<file path="src/rtl/xv.sv">
// Shared Xosera bus package: bus polarity constants, host-initiator FSM states
// and small helpers used by the host bus initiator.
package xv;

  localparam logic CS_ENABLED  = 1'b0;
  localparam logic CS_DISABLED = 1'b1;
  localparam logic RnW_READ    = 1'b1;
  localparam logic RnW_WRITE   = 1'b0;
  localparam logic DTACK_N_ACK = 1'b0;
  localparam logic DTACK_N_NAK = 1'b1;

  typedef enum logic [2:0] {
    IDLE,
    SETUP,
    STROBE,
    HOLD,
    DONE
  } host_bus_state_t;

  function automatic int max_of(input int a, input int b);
    return (a > b) ? a : b;
  endfunction

endpackage

</file>
<file path="src/rtl/bus_phase_timer.sv">
// Loadable down-counter with zero flag; saturates at zero so a phase can
// outlast its minimum length without wrapping.
module bus_phase_timer #(
  parameter int WIDTH = 7
) (
  input  logic             clk,
  input  logic             reset,
  input  logic             load,
  input  logic             en,
  input  logic [WIDTH-1:0] load_value,
  output logic             zero
);

  logic [WIDTH-1:0] count;

  always_ff @(posedge clk) begin
    if (reset) begin
      count <= '0;
    end else if (load) begin
      count <= load_value;
    end else if (en && (count != '0)) begin
      count <= count - 1'b1;
    end
  end

  assign zero = (count == '0);

endmodule

</file>
<file path="src/rtl/host_bus_initiator.sv">
// Host-side Xosera 8-bit register bus driver: one 16-bit request becomes two
// byte cycles. Define HOST_BUS_DTACK_WAIT_EN to stretch strobes until DTACK.
//
// state  | meaning
// IDLE   | ready for a request
// SETUP  | address/data driven, CS disabled
// STROBE | CS enabled, read byte captured on exit
// HOLD   | CS disabled, outputs held
// DONE   | one-cycle response pulse
module host_bus_initiator
  import xv::*;
#(
  parameter int SETUP_CYCLES   = 2,
  parameter int STROBE_CYCLES  = 6,
  parameter int HOLD_CYCLES    = 3,
  parameter int TIMEOUT_CYCLES = 64
) (
  input  logic        clk,
  input  logic        reset_i,
  input  logic        req_valid_i,
  output logic        req_ready_o,
  input  logic        req_wr_i,
  input  logic [3:0]  req_reg_num_i,
  input  logic [15:0] req_data_i,
  output logic        rsp_valid_o,
  output logic [15:0] rsp_data_o,
  output logic        rsp_timeout_o,
  output logic        bus_cs_n_o,
  output logic        bus_rd_nwr_o,
  output logic [3:0]  bus_reg_num_o,
  output logic        bus_bytesel_o,
  output logic [7:0]  bus_data_o,
  output logic        bus_data_oe_o,
  input  logic [7:0]  bus_data_i,
  input  logic        bus_dtack_n_i
);

  localparam int CNT_MAX = max_of(max_of(SETUP_CYCLES, STROBE_CYCLES),
                                  max_of(HOLD_CYCLES, TIMEOUT_CYCLES));
  localparam int CNT_W   = $clog2(CNT_MAX) + 1;

  host_bus_state_t state, state_next;

  logic             wr_q;
  logic [15:0]      data_q;
  logic             byte_idx;
  logic             tmo_flag;

  logic             accept, next_byte, capture, timed_out, tmo_load;
  logic             phase_load, phase_zero;
  logic [CNT_W-1:0] phase_value;
  logic             strobe_done, strobe_tmo;

  bus_phase_timer #(.WIDTH(CNT_W)) u_phase_timer (
    .clk        (clk),
    .reset      (reset_i),
    .load       (phase_load),
    .en         (1'b1),
    .load_value (phase_value),
    .zero       (phase_zero)
  );

`ifdef HOST_BUS_DTACK_WAIT_EN
  logic [1:0] dtack_sync;
  logic       nak_seen;
  logic       tmo_zero;
  logic       ack_ok;

  bus_phase_timer #(.WIDTH(CNT_W)) u_timeout_timer (
    .clk        (clk),
    .reset      (reset_i),
    .load       (tmo_load),
    .en         (state == STROBE),
    .load_value (CNT_W'(TIMEOUT_CYCLES - 1)),
    .zero       (tmo_zero)
  );

  // An ACK left over from the previous byte must not end the new strobe.
  always_ff @(posedge clk) begin
    if (reset_i) begin
      dtack_sync <= {DTACK_N_NAK, DTACK_N_NAK};
      nak_seen   <= 1'b0;
    end else begin
      dtack_sync <= {dtack_sync[0], bus_dtack_n_i};
      if (accept || next_byte) begin
        nak_seen <= 1'b0;
      end else if (((state == SETUP) || (state == STROBE)) &&
                   (dtack_sync[1] == DTACK_N_NAK)) begin
        nak_seen <= 1'b1;
      end
    end
  end

  assign ack_ok        = (dtack_sync[1] == DTACK_N_ACK) && nak_seen;
  assign strobe_done   = phase_zero && ack_ok;
  assign strobe_tmo    = tmo_zero && !strobe_done;
  assign rsp_timeout_o = tmo_flag;
`else
  logic unused_dtack;
  assign unused_dtack  = ^{bus_dtack_n_i, tmo_load, tmo_flag};
  assign strobe_done   = phase_zero;
  assign strobe_tmo    = 1'b0;
  assign rsp_timeout_o = 1'b0;
`endif

  always_ff @(posedge clk) begin
    if (reset_i) begin
      state <= IDLE;
    end else begin
      state <= state_next;
    end
  end

  always_comb begin
    state_next  = state;
    accept      = 1'b0;
    next_byte   = 1'b0;
    capture     = 1'b0;
    timed_out   = 1'b0;
    tmo_load    = 1'b0;
    phase_load  = 1'b0;
    phase_value = '0;
    case (state)
      IDLE: begin
        if (req_valid_i) begin
          accept      = 1'b1;
          state_next  = SETUP;
          phase_load  = 1'b1;
          phase_value = CNT_W'(SETUP_CYCLES - 1);
        end
      end
      SETUP: begin
        if (phase_zero) begin
          state_next  = STROBE;
          phase_load  = 1'b1;
          phase_value = CNT_W'(STROBE_CYCLES - 1);
          tmo_load    = 1'b1;
        end
      end
      STROBE: begin
        if (strobe_done || strobe_tmo) begin
          state_next  = HOLD;
          phase_load  = 1'b1;
          phase_value = CNT_W'(HOLD_CYCLES - 1);
          capture     = !wr_q;
          timed_out   = strobe_tmo;
        end
      end
      HOLD: begin
        if (phase_zero) begin
          if (!byte_idx) begin
            state_next  = SETUP;
            next_byte   = 1'b1;
            phase_load  = 1'b1;
            phase_value = CNT_W'(SETUP_CYCLES - 1);
          end else begin
            state_next = DONE;
          end
        end
      end
      DONE:    state_next = IDLE;
      default: state_next = IDLE;
    endcase
  end

  always_ff @(posedge clk) begin
    if (reset_i) begin
      wr_q          <= 1'b0;
      data_q        <= '0;
      byte_idx      <= 1'b0;
      tmo_flag      <= 1'b0;
      rsp_data_o    <= '0;
      bus_cs_n_o    <= CS_DISABLED;
      bus_rd_nwr_o  <= RnW_READ;
      bus_reg_num_o <= '0;
      bus_bytesel_o <= 1'b0;
      bus_data_o    <= '0;
      bus_data_oe_o <= 1'b0;
    end else begin
      bus_cs_n_o <= (state_next == STROBE) ? CS_ENABLED : CS_DISABLED;
      if (accept) begin
        wr_q          <= req_wr_i;
        data_q        <= req_data_i;
        byte_idx      <= 1'b0;
        tmo_flag      <= 1'b0;
        bus_rd_nwr_o  <= req_wr_i ? RnW_WRITE : RnW_READ;
        bus_reg_num_o <= req_reg_num_i;
        bus_bytesel_o <= 1'b0;
        bus_data_o    <= req_data_i[15:8];
        bus_data_oe_o <= req_wr_i;
      end
      if (next_byte) begin
        byte_idx      <= 1'b1;
        bus_bytesel_o <= 1'b1;
        bus_data_o    <= data_q[7:0];
      end
      if (capture) begin
        if (!byte_idx) begin
          rsp_data_o[15:8] <= bus_data_i;
        end else begin
          rsp_data_o[7:0] <= bus_data_i;
        end
      end
      if (timed_out) begin
        tmo_flag <= 1'b1;
      end
      if (state_next == DONE) begin
        bus_data_oe_o <= 1'b0;
      end
    end
  end

  assign req_ready_o = (state == IDLE);
  assign rsp_valid_o = (state == DONE);

endmodule

</file>
<file path="config.mk">
export PLATFORM = sky130hd
export DESIGN_NAME = host_bus_initiator
export DESIGN_NICKNAME = d
export VERILOG_FILES = /design/src/rtl/xv.sv /design/src/rtl/bus_phase_timer.sv /design/src/rtl/host_bus_initiator.sv
export SDC_FILE = /design/constraint.sdc
export NUM_CORES = 1
export LEC_CHECK = 0
export BUFFER_PORTS_ARGS = -buffer_cell sky130_fd_sc_hd__buf_2
export CORE_AREA = 10 10 58 106
export DETAILED_ROUTE_END_ITERATION = 6
export DIE_AREA = 0 0 68 116
export PLACE_DENSITY = 0.75
export SLEW_MARGIN = 40
export SYNTH_ARGS = -nofsm -noshare
export SYNTH_HDL_FRONTEND = slang
export SYNTH_SLANG_ARGS = --single-unit
</file>
<file path="constraint.sdc">
create_clock -name clk -period 2.1 [get_ports clk]
set_input_delay 0.105 -clock clk [delete_from_list [all_inputs] [get_ports clk]]
set_output_delay 0.105 -clock clk [all_outputs]
set_load 0.01 [all_outputs]
</file>
After elaboration in Yosys (flattened, before gate mapping). Cells that the tools add are included.

Add/sub/neg operators: 1. Equality and inequality tests: 6. Muxes and demuxes: 29. Bitwise logic cells: 1. Reductions and logical operators: 10.

Operator list (count): $pmux 3 s4 (2); $mux 3 (6); $mux 8 (2); $mux 1 (15); $mux 7 (2); $eq 3x2->1 const B (3); $logic_not 7->1 (1); $reduce_bool 7->1 (1); $sub 7x1->7 const B (1); $eq 3x3->1 const B (2); $reduce_and 2->1 (2); $reduce_bool 2->1 (2); $reduce_or 2->1 (2); $eq 3x1->1 const B (1); $logic_not 3->1 (1); $pmux 1 s3 (1); $mux 2 (1); $logic_not 1->1 (1); $not 1->1 (1).

Flip-flop bits (word level): 51. Input port bits: 33. Output and inout port bits: 35. Logic and storage cells: 59.

Logic depth before layout (Yosys ltp). Gate-level depths: netlist of run 1.

Depth after elaboration: 5. Gate-level depth with buffers: 7. Mapped depth without buffers: 6.

Modules after synthesis. From an unflattened synthesis of run 1, not the netlist that was laid out.

Cell total of the unflattened synthesis: 255. Area, all modules: 2268.4 um^2.

Modules (own cells, without submodules): host_bus_initiator (times used 1, cells an instance 207, area each 1849.3 um^2, sequential area each 880.8 um^2); bus_phase_timer (times used 1, cells an instance 48, area each 419.2 um^2, sequential area each 140.1 um^2).

Worst setup path after synthesis of run 1. Ideal clock, no wire load.

Path type: register -> register. Start point: register u_phase_timer.count[0]. End point: register bus_cs_n_o. Library setup time: 0.134 ns. Arrival time: 1.631 ns. Data required time: 1.966 ns. Setup slack: 0.335 ns. Cell stages (with the launch flop): 7. Buffers on the path: 0. Clock period less this slack: 1.765 ns. Path through: dfxtp_1 -> inv_1 -> ha_1 -> nor3b_4 -> nand2_2 -> mux2i_1 -> or4_1.

Cells in the longest elaborated chain, start to end: 5. Elaborated cells on any way between the ends: 7. Those cells by class: eq/ne: 1; mux: 5; reduce/logical: 1.

RTL lines: start: declaration (RTL line bus_phase_timer.sv:14) `logic [WIDTH-1:0] count;`; start signal: assignment (RTL line bus_phase_timer.sv:20) `count <= load_value;`; start signal: assignment (RTL line bus_phase_timer.sv:22) `count <= count - 1'b1;`; $logic_not 7->1 (*) (RTL line bus_phase_timer.sv:26) `assign zero = (count == '0);`; $mux 3, on equally long branches (RTL line host_bus_initiator.sv:150, host_bus_initiator.sv:133, host_bus_initiator.sv:141); $pmux 3 s4 (*) (RTL line host_bus_initiator.sv:123) `case (state)`; $eq 3x2->1 (*) (RTL line host_bus_initiator.sv:180) `bus_cs_n_o <= (state_next == STROBE) ? CS_ENABLED : CS_DISABLED;`; $mux 1 (*) (RTL line host_bus_initiator.sv:180); end signal: assignment (RTL line host_bus_initiator.sv:180); end: declaration (RTL line host_bus_initiator.sv:28) `output logic bus_cs_n_o,`.

Every way passes the cells marked *; elsewhere a longest branch is shown, timed or not. A chain may end at the register's enable or synchronous reset.

Final worst setup path of run 1.
Start point: register u_phase_timer.count[0]. End point: register bus_data_o[4].

Cells in the longest elaborated chain, start to end: 4. Elaborated cells on any way between the ends: 5. Those cells by class: mux: 3; reduce/logical: 2.

RTL lines: $logic_not 7->1 (*) (RTL line bus_phase_timer.sv:26); $mux 1 (*) (RTL line host_bus_initiator.sv:150) `if (phase_zero) begin`; $mux 1 (*) (RTL line host_bus_initiator.sv:123); $mux 8 or $reduce_bool 2->1 (tied branches); end signal: assignment (RTL line host_bus_initiator.sv:189) `bus_data_o <= req_data_i[15:8];`; end signal: assignment (RTL line host_bus_initiator.sv:195) `bus_data_o <= data_q[7:0];`; end: declaration (RTL line host_bus_initiator.sv:32) `output logic [7:0] bus_data_o,`.

Marked as above.

==> metrics.md, run 1 <==
| Metric | Value |
|---|---|
| Clock root cell | clkbuf_8 |
| Area growth syn-to-layout | 24.6% |
| Commonest non-fill, non-tap cell in the layout | buf_2 |
| Final Setup Violations | 0 |
| Die H | 116 um |
| R2R Setup Slk | 0.15 ns |
| WHS | 0.0324 ns |
| Minimum clock period | 1.95 ns |
| Initial antenna violation count | 0 |
| Row cnt | 34 |
| Largest net degree at the start of global routing | 49 |
| Hold Vio Cnt, Final | 0 |
| Placed insts | 342 |
| Total gr overflow | 0 |
| WHS Path Cells | 3 |
| Cell Count, Final, Fillers Out | 352 |
| ANT nets after route | 0 |
| R2r startpoint | u_phase_timer.count[0] |
| Worst setup EP type | flop |
| Max cap viols | 0 |
| Clk sinks | 51 |
| Met1 WL | 1860 um |
| Routed wire per std cell | 14.9 um |
| Fin nets | 331 |
| Synth Cell Area | 2120 sq um |
| Max Slew Vio Count | 0 |
| Share of cells above drive strength 1 | 30.2% |
| Die ar. | 7890 sq um |
| Via count | 1855 |
| Worst Skew | 0.00480 ns |
| Setup TNS | 0 ns |
| Initial Util | 47.9% |
| Crit Reg-Reg Endpoint | bus_data_o[4] |
| Distinct cell type count after synthesis | 39 |
| H-tree Lvls | 2 |
| Flop pwr share | 41.0% |
| Top sig layer | met4 |
| PwrDens | 1210 nW/um^2 |
| RD Place Congestion | 0.794 |
| PortBufs | 65 |
| Most frequent cells in the layout | 64 x buf_2, 51 x dfxtp_1, 32 x nor2_1, 31 x nand2_1, 26 x mux2i_1 |
| Area occupied by registers | 1020 sq um |
| Post-route cell area | 2640 sq um |
| Diode count | 0 |
| Iter 0 DRT Violations | 53 |
| Post-route DRC | 0 |
| First-pass detailed-route iteration total | 4 |
| Power share of the combinational group | 41.8% |
| Rel. slew slack | 63.9% |
| Multi-input gate area | 1030 sq um |
| Switching power as a share of total power | 36.8% |
| Hold path endpoint | data_q[0] |
| Status | finished clean |
| Yosys reg bits | 51 |
| Area post-placement | 2510 sq um |
| Mean Syn Cell Area | 9.20 sq um |
| Met3 WL | 480 um |
| Cts bufs inserted | 5 |
| Crit path DAT | 2.16 ns |
| Leakage | 0.00128 uW |
| Die Width | 68 um |
| Crit Path Category | flop to flop |
| Num ports | 68 |
| Routed length on met2 | 2820 um |
| Req. time, crit path | 2.31 ns |
| Peak supply drop | 0.826 mV |
| First-pass GRT wire length | 8300 um |
| Worst slew pin tran | 0.528 ns |
| Detail Placement HPWL | 3960 um |
| Worst-path clk slew | 0.09 ns |
| RSZ-0062 raised after global routing | no |
| Critical Path Start Type | flop |
| Clk pwr share | 17.2% |
| CTS tree | done |
| Syn_nets | 264 |
| P_int | 2020 uW |
| Fmax | 512 MHz |
| Core Area | 4420 sq um |
| Period utilization | 93.0% |
| Vias/cell | 5.27 |
| Worst Min Path Start | req_data_i[0] |
| Fillcell total | 424 |
| Vias in the first global route | 1836 |
| Switching power total | 1170 uW |
| Worst Path Max Fanout | 7 |
| Ys Warns | 0 |
| Hold_buf cts | 0 |
| CTS max path bufs | 2 |
| Total track usage | 13.4% |
| Hold Path Class | primary input to flop |
| Path depth of the worst reg2reg path | 6 |
| Clk_lat worst skew | 0.30 ns |
| Drt total wl | 5230 um |
| Seq/Total Area, Yosys | 48.2% |
| Post-Syn Instances | 230 |
| Critical Path Start | u_phase_timer.count[0] |
-- cell usage after synthesis (all sizes together) --
| cell | instances | share of area [%] |
|---|---|---|
| dfxtp | 51 | 48 |
| nand2 | 32 | 5.8 |
| nor2 | 32 | 5.7 |
| mux2i | 26 | 12 |
| a21oi | 19 | 4.5 |
| a211oi | 8 | 2.8 |
| clkbuf | 8 | 1.5 |
| buf | 6 | 1.7 |
| nand4 | 5 | 2.4 |
| nor3 | 5 | 1.7 |
| nor3b | 5 | 2.5 |
| inv | 4 | 0.71 |
| nand3 | 3 | 0.71 |
| xnor2 | 3 | 1.2 |
| a31oi | 2 | 0.59 |
| and2 | 2 | 0.59 |
| and3 | 2 | 0.59 |
| nor4 | 2 | 0.59 |
| or3 | 2 | 0.59 |
| a2111oi | 1 | 0.41 |
| a211o | 1 | 0.41 |
| a2bb2oi | 1 | 0.41 |
| conb | 1 | 0.18 |
| ha | 1 | 0.59 |
| nor4b | 1 | 0.41 |
| nor4bb | 1 | 0.47 |
| o21bai | 1 | 0.35 |
| o31ai | 1 | 0.35 |
| or3b | 1 | 0.53 |
| or4 | 1 | 0.35 |
| or4b | 1 | 0.47 |
| xor2 | 1 | 0.41 |
-- critical path, stage by stage (launching register included) --
cell and delay [ns]:
dfxtp_1 0.35, inv_1 0.08, ha_1 0.22, or3b_4 0.43, nor3b_4 0.29, nand4_4 0.19
a211oi_1 0.29
-- registers in the layout (all words and copies together), names as in the netlist --
| signal | flops |
|---|---|
| rsp_data_o | 16 |
| bus_data_o | 8 |
| data_q | 8 |
| u_phase_timer.count | 7 |
| bus_reg_num_o | 4 |
| state | 3 |
| bus_cs_n_o | 1 |
| bus_data_oe_o | 1 |
| bus_rd_nwr_o | 1 |
| byte_idx | 1 |
| wr_q | 1 |
-- final cells by class --
type	instances	share of cell area [%]
clock inverter	2	0.474
timing repair buffer	74	15.9
clock buffer	6	2.75
tap	54	2.56
multi-input combinational	161	39.0
sequential	51	38.7
inverter	4	0.569
-- layer usage --
layer  GRT usage [%]  vias to the layer above
met3            6.19                        9
met4            4.86                        0
met1            12.6                      868
met5               0                        -
li1                -                      923
met2            23.9                       55
-- power by group through the flow --
stage          registers [uW]  logic (uW)  clock network [uW]
6_report                 1310        1330                 548
3_3_place_gp             1320        1200                   0
5_1_grt                  1340        1460                 593
3_5_place_dp             1320        1220                   0
4_1_cts                  1300        1230                 560
2_1_floorplan            1310         873                   0
-- what timing repair did --
action / in CTS / in global routing
gates resized for setup: 0 / 2
setup buffers: 0 / 2
setup endpoints to repair: 0 / 8
-- worst max path at each step --
stage	endpoint	slack [ns]	cells after the start
2_1_floorplan	bus_cs_n_o	0.34	6
6_report	bus_data_o[4]	0.15	6
5_1_grt	bus_data_o[4]	0.01	6
4_1_cts	bus_data_o[4]	0.07	6
3_3_place_gp	bus_data_o[3]	0.18	6
3_5_place_dp	bus_data_o[4]	0.08	6
-- through the flow --
step	setup slack (ns)	util [%]	power [uW]
after floorplan	0.335	-	2180
after global placement	0.184	56.7	2510
after detailed placement	0.0782	56.7	2540
after CTS	0.0674	58.6	3090
after global routing	0.0138	59.6	3390
final	0.147	59.6	3190
-- logic make-up (layout without fill, tap and decap cells) --
group	Yosys count	count (layout)	synth area share (%)
adders and majority gates	1	1	0.591
and+or+nand+nor	95	95	23.3
other	1	1	0.177
AOI/OAI and AO/OA	34	34	9.87
muxes	26	26	12.3
DFF	51	51	48.2
xor gates and xnor gates	4	4	1.66
buffers and inverters	18	86	3.84
Note: power is estimated with default switching activity, not from simulation.
==> run 2, diff against run 1 <==
--- a/config.mk
+++ b/config.mk
@@ -6,9 +6,9 @@
 export NUM_CORES = 1
 export LEC_CHECK = 0
 export BUFFER_PORTS_ARGS = -buffer_cell sky130_fd_sc_hd__buf_2
-export CORE_AREA = 10 10 58 106
+export CORE_AREA = 2 2 50 98
 export DETAILED_ROUTE_END_ITERATION = 6
-export DIE_AREA = 0 0 68 116
+export DIE_AREA = 0 0 52 100
 export PLACE_DENSITY = 0.75
 export SLEW_MARGIN = 40
 export SYNTH_ARGS = -nofsm -noshare
==> run 2 against run 1 <==
Net effect:
- non-clock buffer count shrank 2
- sequential power barely moved
- wire length down 16%
- core utilization fell by 2.4 points
- sequential cell count is the same
- final cell count fell by 0.28%
- die area shrank 34%
- hold slack gained 0.0073 ns
- highest routed layer unchanged
==> metrics.md, run 2 (same netlist as run 1, synthesis figures left out) <==
| Metric | Value |
|---|---|
| Worst Path Max Fanout | 7 |
| Max Slew Vio Count | 0 |
| Switching power total | 1090 uW |
| Met1 WL | 1890 um |
| Clk pwr share | 17.7% |
| Top sig layer | met4 |
| Setup bufs post-CTS | 0 |
| Hold Vio Cnt, Final | 0 |
| Largest net degree at the start of global routing | 49 |
| Drt total wl | 4420 um |
| Most frequent cells in the layout | 64 x buf_2, 51 x dfxtp_1, 32 x nor2_1, 31 x nand2_1, 26 x mux2i_1 |
| Area growth syn-to-layout | 21.9% |
| H-tree Lvls | 2 |
| Minimum clock period | 1.91 ns |
| Cts bufs inserted | 5 |
| Vias in the first global route | 1712 |
| Initial Util | 46.9% |
| Rel. slew slack | 57.1% |
| Crit path DAT | 2.13 ns |
| Worst slew pin tran | 0.628 ns |
| Crit Path Category | flop to flop |
| Via count | 1820 |
| Worst setup EP type | flop |
| RD Place Congestion | 0.898 |
| ANT nets after route | 0 |
| Detail Placement HPWL | 3190 um |
| Fillcell total | 419 |
| Initial antenna violation count | 0 |
| P_int | 1910 uW |
| Setup TNS | 0 ns |
| Core Area | 4510 sq um |
| PwrDens | 1160 nW/um^2 |
| Period utilization | 91.2% |
| Req. time, crit path | 2.32 ns |
| Leakage | 0.00126 uW |
| Vias/cell | 5.19 |
| Die Width | 52 um |
| Post-route DRC | 0 |
| Reg with most FFs | rsp_data_o |
| Top flop regs | rsp_data_o (16), bus_data_o (8), data_q (8) |
| Util after Layout | 57.2% |
| Max FFs per register | 16 |
| CTS tree | done |
| PortBufs | 65 |
| Diode count | 0 |
| Die ar. | 5200 sq um |
| Flop pwr share | 43.6% |
| Total track usage | 17.9% |
| Worst-path clk slew | 0.09 ns |
| Clock root cell | clkbuf_8 |
| Tot Pwr | 3000 uW |
| R2R Setup Slk | 0.19 ns |
| CTS max path bufs | 2 |
| First-pass detailed-route iteration total | 4 |
| First-pass GRT wire length | 7210 um |
| Power share of the combinational group | 38.7% |
| Commonest non-fill, non-tap cell in the layout | buf_2 |
| Peak supply drop | 0.637 mV |
| Row cnt | 35 |
| Worst Skew | 0.00668 ns |
| Fin nets | 329 |
| Die H | 100 um |
| Total gr overflow | 0 |
| Max cap viols | 0 |
| Critical Path Start Type | flop |
| Status | finished clean |
| Num ports | 68 |
| Hold Path Class | primary input to flop |
| Clk sinks | 51 |
| Switching power as a share of total power | 36.2% |
| Final Setup Violations | 0 |
| Met3 WL | 206 um |
| Share of cells above drive strength 1 | 29.4% |
| Hold_buf cts | 0 |
| Routed wire per std cell | 12.6 um |
| RSZ-0062 raised after global routing | no |
| Iter 0 DRT Violations | 21 |
| Post_cts resized | 0 |
| Clk_lat worst skew | 0.30 ns |
| Routed length on met2 | 2250 um |
| Fmax | 522 MHz |
[run 2: cell count changes in the layout (fill, tap and decap cells not counted), sizes merged]
cell	delta
buf	-2
clkbuf	+1
clkinvlp	-1
[run 2: path summary, 6_finish.rpt]
| kind | startpoint | end | cells past startpoint |
|---|---|---|---|
| worst min-delay path | req_data_i[3] | data_q[3] | 3 |
| worst min register to register | data_q[7] | data_q[7] | 2 |
| worst max-delay path | u_phase_timer.count[0] | bus_data_o[0] | 6 |
| worst max register to register | u_phase_timer.count[0] | bus_data_o[0] | 6 |
[run 2: layout make-up]
cell class	instances	area [sq um]	area share, %
clock buffers	7	76.3	2.96
clock inverters	1	5.00	0.194
well taps	55	68.8	2.67
repair buffers	72	380	14.7
flip-flops and latches	51	1020	39.6
inverters	4	15.0	0.582
multi-input cells	161	1010	39.3
[run 2: metrics by stage]
stage / setup slack [ns] / cells / area (sq um) / hold WS (ns)
finish: 0.185 / 351 / 2580 / 0.0397
global route: 0.0113 / 351 / 2580 / 0.0460
CTS: 0.140 / 350 / 2570 / 0.0269
detailed placement: 0.154 / 342 / 2490 / 0.354
global placement: 0.220 / 342 / 2490 / 0.346
floorplan: 0.335 / 230 / 2120 / 0.211
[run 2: power groups by stage]
stage	logic [uW]	registers [uW]	clock network, uW
after floorplan	873	1310	0
after global placement	1100	1320	0
after detailed placement	1140	1330	0
after CTS	1150	1300	556
after global routing	1300	1330	580
final	1160	1310	531
[run 2: critical path: stages, from the launching register on]
cell	delay (ns)
dfxtp_1	0.34
inv_1	0.08
ha_1	0.21
or3b_4	0.43
nor3b_2	0.26
nand4_2	0.24
a211oi_1	0.26
[run 2: per-layer routing]
metal	GRT usage (%)	vias to the layer above
met2	31.4	59
met5	0	-
met4	8.70	0
met1	20.6	827
met3	2.23	6
li1	-	928
